## src/rtl/digit_serial_alu.sv

```systemverilog
// Digit-serial integer ALU: XLEN-bit operands processed DIGIT_W bits per cycle, LSB digit first.
// Optional shifts (SLL/SRL/SRA, one bit per cycle) are built when ALU_SHIFT_EN is defined.
module digit_serial_alu #(
  parameter int XLEN    = 32,
  parameter int DIGIT_W = 4
) (
  input  logic            clk,
  input  logic            rst_n,
  input  logic            in_valid,
  output logic            in_ready,
  input  logic [3:0]      in_op,
  input  logic [XLEN-1:0] in_a,
  input  logic [XLEN-1:0] in_b,
  output logic            out_valid,
  input  logic            out_ready,
  output logic [XLEN-1:0] out_result,
  output logic            out_eq,
  output logic            out_lt,
  output logic            out_err
);

  localparam int NDIG  = XLEN / DIGIT_W;
  localparam int CNT_W = ($clog2(NDIG) > 5) ? $clog2(NDIG) : 5;
  localparam logic [CNT_W-1:0] LAST_DIG = CNT_W'(NDIG - 1);

  if ((XLEN % DIGIT_W) != 0) begin : g_bad_digit_w
    $error("digit_serial_alu: DIGIT_W must divide XLEN");
  end

  localparam logic [3:0] OP_ADD  = 4'd0;
  localparam logic [3:0] OP_SUB  = 4'd1;
  localparam logic [3:0] OP_XOR  = 4'd2;
  localparam logic [3:0] OP_OR   = 4'd3;
  localparam logic [3:0] OP_AND  = 4'd4;
  localparam logic [3:0] OP_SLT  = 4'd5;
  localparam logic [3:0] OP_SLTU = 4'd6;
  localparam logic [3:0] OP_SEQ  = 4'd7;
`ifdef ALU_SHIFT_EN
  localparam logic [3:0] OP_SLL  = 4'd8;
  localparam logic [3:0] OP_SRL  = 4'd9;
  localparam logic [3:0] OP_SRA  = 4'd10;

  typedef enum logic [1:0] {S_IDLE = 2'd0, S_RUN = 2'd1, S_DONE = 2'd2, S_SHIFT = 2'd3} state_t;
`else
  typedef enum logic [1:0] {S_IDLE = 2'd0, S_RUN = 2'd1, S_DONE = 2'd2} state_t;
`endif

  // Handshake: a transfer happens on a rising edge where valid & ready are both high.
  // in_ready depends combinationally on out_ready in DONE so a new op can enter on the retire edge.
  state_t            state_q, state_d;
  logic [CNT_W-1:0]  cnt_q, cnt_d;
  logic [3:0]        op_q, op_d;
  logic [XLEN-1:0]   a_q, a_d;
  logic [XLEN-1:0]   b_q, b_d;
  logic [XLEN-1:0]   res_q, res_d;
  logic              carry_q, carry_d;
  logic              eq_q, eq_d;
  logic              lt_q, lt_d;
  logic              err_q, err_d;

  logic [DIGIT_W-1:0]      a_dig, b_dig, b_add, op_dig;
  logic [DIGIT_W:0]        sum;
  logic [XLEN+DIGIT_W-1:0] res_cat;
  logic                    dig_eq, dig_lt;
  logic                    accept;

  assign in_ready   = rst_n & ((state_q == S_IDLE) | ((state_q == S_DONE) & out_ready));
  assign accept     = in_valid & in_ready;
  assign out_valid  = (state_q == S_DONE);
  assign out_result = out_valid ? res_q : '0;
  assign out_eq     = out_valid & eq_q;
  assign out_lt     = out_valid & lt_q;
  assign out_err    = out_valid & err_q;

  always_comb begin
    state_d = state_q;
    cnt_d   = cnt_q;
    op_d    = op_q;
    a_d     = a_q;
    b_d     = b_q;
    res_d   = res_q;
    carry_d = carry_q;
    eq_d    = eq_q;
    lt_d    = lt_q;
    err_d   = err_q;

    a_dig  = a_q[DIGIT_W-1:0];
    b_dig  = b_q[DIGIT_W-1:0];
    b_add  = (op_q == OP_SUB) ? ~b_dig : b_dig;
    sum    = {1'b0, a_dig} + {1'b0, b_add} + {{DIGIT_W{1'b0}}, carry_q};
    dig_eq = (a_dig == b_dig);
    dig_lt = (a_dig < b_dig);

    case (op_q)
      OP_ADD, OP_SUB: op_dig = sum[DIGIT_W-1:0];
      OP_XOR:         op_dig = a_dig ^ b_dig;
      OP_OR:          op_dig = a_dig | b_dig;
      OP_AND:         op_dig = a_dig & b_dig;
      default:        op_dig = '0;
    endcase
    res_cat = {op_dig, res_q};

    case (state_q)
      S_IDLE: ;
      S_RUN: begin
        if (err_q) begin
          res_d   = '0;
          state_d = S_DONE;
        end else begin
          carry_d = sum[DIGIT_W];
          eq_d    = eq_q & dig_eq;
          lt_d    = dig_lt | (dig_eq & lt_q);
          a_d     = a_q >> DIGIT_W;
          b_d     = b_q >> DIGIT_W;
          res_d   = res_cat[XLEN+DIGIT_W-1:DIGIT_W];
          cnt_d   = cnt_q + 1'b1;
          if (cnt_q == LAST_DIG) begin
            // Signs differ on the top digit: the negative operand is the smaller one.
            if ((op_q == OP_SLT) && (a_dig[DIGIT_W-1] != b_dig[DIGIT_W-1]))
              lt_d = a_dig[DIGIT_W-1];
            if ((op_q == OP_SLT) || (op_q == OP_SLTU))
              res_d = {{(XLEN-1){1'b0}}, lt_d};
            else if (op_q == OP_SEQ)
              res_d = {{(XLEN-1){1'b0}}, eq_d};
            state_d = S_DONE;
          end
        end
      end
`ifdef ALU_SHIFT_EN
      S_SHIFT: begin
        if (cnt_q == '0) begin
          state_d = S_DONE;
        end else begin
          cnt_d = cnt_q - 1'b1;
          case (op_q)
            OP_SLL:  res_d = {res_q[XLEN-2:0], 1'b0};
            OP_SRL:  res_d = {1'b0, res_q[XLEN-1:1]};
            default: res_d = {res_q[XLEN-1], res_q[XLEN-1:1]};
          endcase
        end
      end
`endif
      S_DONE: begin
        if (out_ready) state_d = S_IDLE;
      end
      default: state_d = S_IDLE;
    endcase

    // Accept overrides the DONE->IDLE retire so back-to-back ops have no bubble.
    if (accept) begin
      op_d    = in_op;
      a_d     = in_a;
      b_d     = in_b;
      res_d   = '0;
      cnt_d   = '0;
      carry_d = (in_op == OP_SUB);
      eq_d    = 1'b1;
      lt_d    = 1'b0;
      err_d   = 1'b0;
      state_d = S_RUN;
      if (in_op > OP_SEQ) begin
        eq_d = 1'b0;
`ifdef ALU_SHIFT_EN
        if (in_op <= OP_SRA) begin
          state_d = S_SHIFT;
          cnt_d   = CNT_W'(in_b[4:0]);
          res_d   = in_a;
        end else begin
          err_d = 1'b1;
        end
`else
        err_d = 1'b1;
`endif
      end
    end
  end

  always_ff @(posedge clk or negedge rst_n) begin
    if (!rst_n) begin
      state_q <= S_IDLE;
      cnt_q   <= '0;
      op_q    <= '0;
      a_q     <= '0;
      b_q     <= '0;
      res_q   <= '0;
      carry_q <= 1'b0;
      eq_q    <= 1'b0;
      lt_q    <= 1'b0;
      err_q   <= 1'b0;
    end else begin
      state_q <= state_d;
      cnt_q   <= cnt_d;
      op_q    <= op_d;
      a_q     <= a_d;
      b_q     <= b_d;
      res_q   <= res_d;
      carry_q <= carry_d;
      eq_q    <= eq_d;
      lt_q    <= lt_d;
      err_q   <= err_d;
    end
  end

endmodule

```

## config.mk

```make
export PLATFORM = sky130hd
export DESIGN_NAME = digit_serial_alu
export DESIGN_NICKNAME = d
export VERILOG_FILES = /design/src/rtl/digit_serial_alu.sv
export SDC_FILE = /design/constraint.sdc
export NUM_CORES = 1
export LEC_CHECK = 0
export CORE_MARGIN = 3
export CORE_UTILIZATION = 56
export DETAILED_ROUTE_END_ITERATION = 16
export DONT_BUFFER_PORTS = 1
export GPL_TIMING_DRIVEN = 1
export MAX_ROUTING_LAYER = met4
export PLACE_DENSITY = 0.81
export SLEW_MARGIN = 20
export SYNTH_ARGS = -nofsm -noshare
export SYNTH_HDL_FRONTEND = slang
export SYNTH_SLANG_ARGS = --single-unit
```

## constraint.sdc

```tcl
create_clock -name clk -period 4.04 [get_ports clk]
set_clock_uncertainty 0.2 [all_clocks]
set_input_delay 0.404 -clock clk [delete_from_list [all_inputs] [get_ports clk]]
set_output_delay 0.404 -clock clk [all_outputs]
set_load 0.05 [all_outputs]
```

======== Word level (Yosys, flattened, before mapping) ========
Cells that the tools add are included.
word-level totals
  flip-flop bits (word level) ............. 111
  logic and storage cells ................. 90
operators by class
  eq/ne operators ......................... 17
  reduce and logical (&&, ||, !) cells .... 8
  bitwise gates (word level) .............. 14
  add/sub/neg operators ................... 3
  muxes and demuxes ....................... 36
  magnitude comparators ................... 2
operator list
  kind                   number
  $mux W32               13
  $eq A4 B3 Y1 const B   4
  $pmux W4 S4            1
  $mux W5                3
  $mux W1                13
  $and A1 B1 Y1          8
  $eq A4 B1 Y1 const B   2
  $eq A4 B2 Y1 const B   2
  $mux W2                4
  $pmux W2 S3            1
  $add A4 B4 Y5          1
  $add A5 B1 Y5          1
  $add A5 B1 Y5 const B  1
  $eq A5 B3 Y1 const B   1
  $and A4 B4 Y4          1
  $eq A4 B4 Y1           1
  $gt A4 B3 Y1 const B   1
  $logic_not A4 Y1       1
  $lt A4 B4 Y1           1
  $mux W4                1
  $ne A4 B4 Y1 const B   1
  $not A4 Y4             1
  $or A4 B4 Y4           1
  $xor A4 B4 Y4          1
  other kinds (14)       15

======== Logic depth before layout (Yosys ltp) ========
  depth after elaboration ................. 11
  depth in mapped cells ................... 11
  mapped depth without buffers ............ 10

======== Worst setup path after synthesis ========
OpenSTA, ideal clock, no wires.
  path type ............................... reg-to-reg
  start ................................... register op_q[1]
  end ..................................... register res_q[29]
  arrival time ............................ 2553 ps
  data required time ...................... 3719 ps
  cell stages (with the launch flop) ...... 12
  clock period less this slack ............ 2874 ps
  path buffers ............................ 1
  slack ................................... 1166 ps
  cells stage by stage .................... dfrtp_1 -> nor3b_1 -> nor2b_1 -> clkbuf_1 -> xnor2_1 -> fa_1 -> inv_1 -> fa_1 -> nor2b_1 -> a21oi_1 -> o22ai_1 -> a22o_1
between the ends
  longest elaborated chain between the ends .. 11
  elaborated cells on any way between the ends .. 20
  classes of those cells .................. 2 x add/sub; 7 x eq/ne; 8 x mux; 3 x reduce/logical
RTL lines
  item                      line    source
  start: declaration        52      logic [3:0] op_q, op_d;
  start signal: assignment  193     op_q <= op_d;
  $eq A4 B1 Y1              89, 94
  $mux W4                   89      b_add = (op_q == OP_SUB) ? ~b_dig : b_dig;
  $add A4 B4 Y5             90      sum = {1'b0, a_dig} + {1'b0, b_add} + {{DIGIT_W{1'b0}}, carry_q};
  $add A5 B1 Y5             90
  $pmux W4 S4               94      case (op_q)
  $mux W32                  123     else if (op_q == OP_SEQ)
  $mux W32                  121     if ((op_q == OP_SLT) || (op_q == OP_SLTU))
  $mux W32 *                117     if (cnt_q == LAST_DIG) begin
  $mux W32 *                106     if (err_q) begin
  $mux W32 *                103     case (state_q)
  $mux W32 *                150     if (accept) begin
  end signal: assignment    196     res_q <= res_d;
  end: declaration          55      logic [XLEN-1:0] res_q, res_d;
Mark *: on every way between the ends. The rest lies on a longest branch, timed or not. The select of a mux whose other input is x is not followed.
A chain may end at the register's enable or synchronous reset.

======== Worst setup path in the final report ========
  start ................................... register op_q[0]
  end ..................................... register res_q[29]
The elaborated chain is that of the path after synthesis.

==> results.cfg <==
[timing]
relSlewSlack = 0.311
finalSetupViolCount = 0
period_share = 0.850
finalMaxSlewViolations = 0
post-route-min-period_ns = 3.43
worst_pin_slew_ns = 1.03
finalHoldViolations = 0
grt_setup_unrepaired = no
fmax_mhz = 291
setup_tns_ns = 0

[synth]
synth_common_cells = dfrtp_1 (111), nor2_1 (97), nand2_1 (56)
avgSynthCellArea_um2 = 9.78
synthesis.nets = 642
yosysSeqAreaShare = 0.514
yosysMostFrequentCell = dfrtp_1
syn_area_um2 = 5400
yosysWarnings = 0
synth_top_area_share = 0.514
synth_flop_cell = dfrtp_1
ys_ff_latch = 111
ys_top_cells_by_area = dfrtp_1 (51%), nor2_1 (6.7%), o22ai_1 (5.8%)
synth_area_leader_cell = dfrtp_1
ys_types = 51
synth_edf_count = 0
async_flop_share = 1.00
syn_inst = 552

[worst_setup_path]
reg2reg_depth = 10
slowest_stage = dfrtp_1
cp_num_buf_inv = 1
critical_path_class = reg2reg
setup.worst_path.end_class = flop
worst_r2r_endpoint = res_q[29]
cpLargestDelayFamily = simple AND/OR/NAND/NOR gates
r2r_start = op_q[0]
startpoint = op_q[0]
max_stage_delay_ns = 0.58
crit_required_ns = 4.11
r2r_slack_ns = 0.61
arrival_ns = 3.50
critPathLaunchType = flop
crit_fanout = 12
crit_path_cell_trace = nor3b_1 > nor2b_1 > xnor2_1 > fa_1 > inv_1 > fa_1 > nor2b_1 > a21oi_1 > o22ai_1 > a22o_1

[clocking]
cts_sinks = 111
cts.repair.resized = 0
cts_inserted_buffers = 9
htree_levels = 3
clk_path_buf_depth = 2
clk_latency_ns = 0.38
cts-root-buf = clkbuf_8
path_clk_slew_ns = 0.11
cts_tree = done
post-cts-setup-buffer-count = 0

[cells_and_area]
diodes = 0
drive_gt1_frac = 0.0544
area_growth_syn_to_layout_pct = 13.8
layout.nets = 673
n_fill_cell = 727
postLayoutCellArea_um2 = 6150

[power]
p_per_area_nw_per_um2 = 723
power.leakage_nw = 2.75
peakVddDrop_v = 0.000356

[place]
post-dp-hpwl_mm = 7.86
port_buffers = 0
dpl_cell_area_um2 = 5390
gp_congestion = 0.936

[detailed_routing]
dr_total_vias = 4258
drt_pass1_iterations = 5
drt_iter0_drc = 341
routed_via_density = 5.94
wl_per_cell_um = 18.1
ant_nets = 0
drt_wl_total_mm = 13.0
drc_errors = 0

[floorplan]
die_w_um = 104
core_area_um2 = 9330
die_area_um2 = 10900
chipHeight_um = 104
start_util = 0.579
ioPinCount = 109
rows = 35

[min_path]
min_to = b_q[17]
hp-class = in2reg
holdPathStages = 2
hp-start = in_b[17]

[grt]
grt_usage = 0.248
grt-ovfl-total = 0
grt_pass1_wl_mm = 21.0
grt_pass1_vias = 4120
grt_max_degree = 112
antenna_found_initial = 0

[job]
drv_cap = 0

[status]
status = finished, final reports clean
[cell usage in the layout (no fill, tap or decap), types with 3 or more instances in the layout]
master and count:
a21o_1 3, a21oi_1 4, a22o_1 30, a31oi_1 18, and2_1 35, buf_4 5, clkbuf_8 9, dfrtp_1 111
dlygate4sd3_1 53, ha_1 16, inv_1 15, inv_8 3, mux2i_1 3, nand2_1 56, nand2b_1 6, nand3_1 10
nand4_1 4, nor2_1 97, nor2b_1 4, o21ai_0 7, o22ai_1 50, xnor2_1 5, xor2_1 4
[sequential cells by signal (all words and copies together), names as in the netlist]
name     flops
a_q         32
b_q         32
res_q       32
cnt_q        5
op_q         4
state_q      2
carry_q      1
eq_q         1
err_q        1
lt_q         1
[worst max path at each step]
stage / to / slack, ns / cells after the start
floorplan: res_q[29] / 1.17 / 11
CTS: res_q[29] / 0.60 / 10
finish: res_q[29] / 0.61 / 10
detailed placement: res_q[29] / 0.62 / 10
global route: res_q[29] / 0.38 / 10
global placement: res_q[29] / 0.82 / 10
[cell families after synthesis]
kind of cell    Yosys count  share of synthesized area
simple gates            228                      0.202
xor+xnor                  9                     0.0146
flops                   111                      0.514
mux                       3                    0.00556
buf+inv                  54                     0.0498
fa+ha+maj                18                     0.0445
compound gates          129                      0.169
[where the power goes]
part	switching [W]	internal (W)	total, W
logic	0.00117	0.000734	0.00190
clock network	0.000419	0.000244	0.000663
registers	0.000358	0.00153	0.00188
[layout make-up]
| class | count | area [um^2] | area share |
|---|---|---|---|
| clock buffer | 9 | 124 | 0.0202 |
| clock inverter | 7 | 72.6 | 0.0118 |
| inverter | 15 | 56.3 | 0.00916 |
| multi-input combinational | 387 | 2360 | 0.384 |
| sequential | 111 | 2780 | 0.452 |
| tap | 129 | 161 | 0.0263 |
| timing repair buffer | 59 | 596 | 0.0969 |
[stage by stage]
step / cells / total power, W / util / hold slack (ns) / setup WS, ns
floorplan: 552 / 0.00334 / - / -0.0916 / 1.17
finish: 717 / 0.00445 / 0.659 / 0.00287 / 0.608
CTS: 717 / 0.00442 / 0.659 / 0.000706 / 0.602
global route: 717 / 0.00478 / 0.659 / 0.000631 / 0.376
detailed placement: 647 / 0.00369 / 0.578 / -0.0886 / 0.624
global placement: 647 / 0.00358 / 0.578 / -0.0886 / 0.820
[metal layers]
metal  track usage  share of wire  vias up
met2         0.407           0.51      132
met1         0.317           0.43     2108
met5             -              0        -
li1              -              -     1992
met3        0.0459          0.042       26
met4        0.0703          0.019        0
[repair_timing]
item	in CTS	in global routing
endpoints found under the setup margin	0	0
hold buffers	54	0
hold endpoints to repair	164	0
No activity file was read; power rests on OpenSTA's default activity.
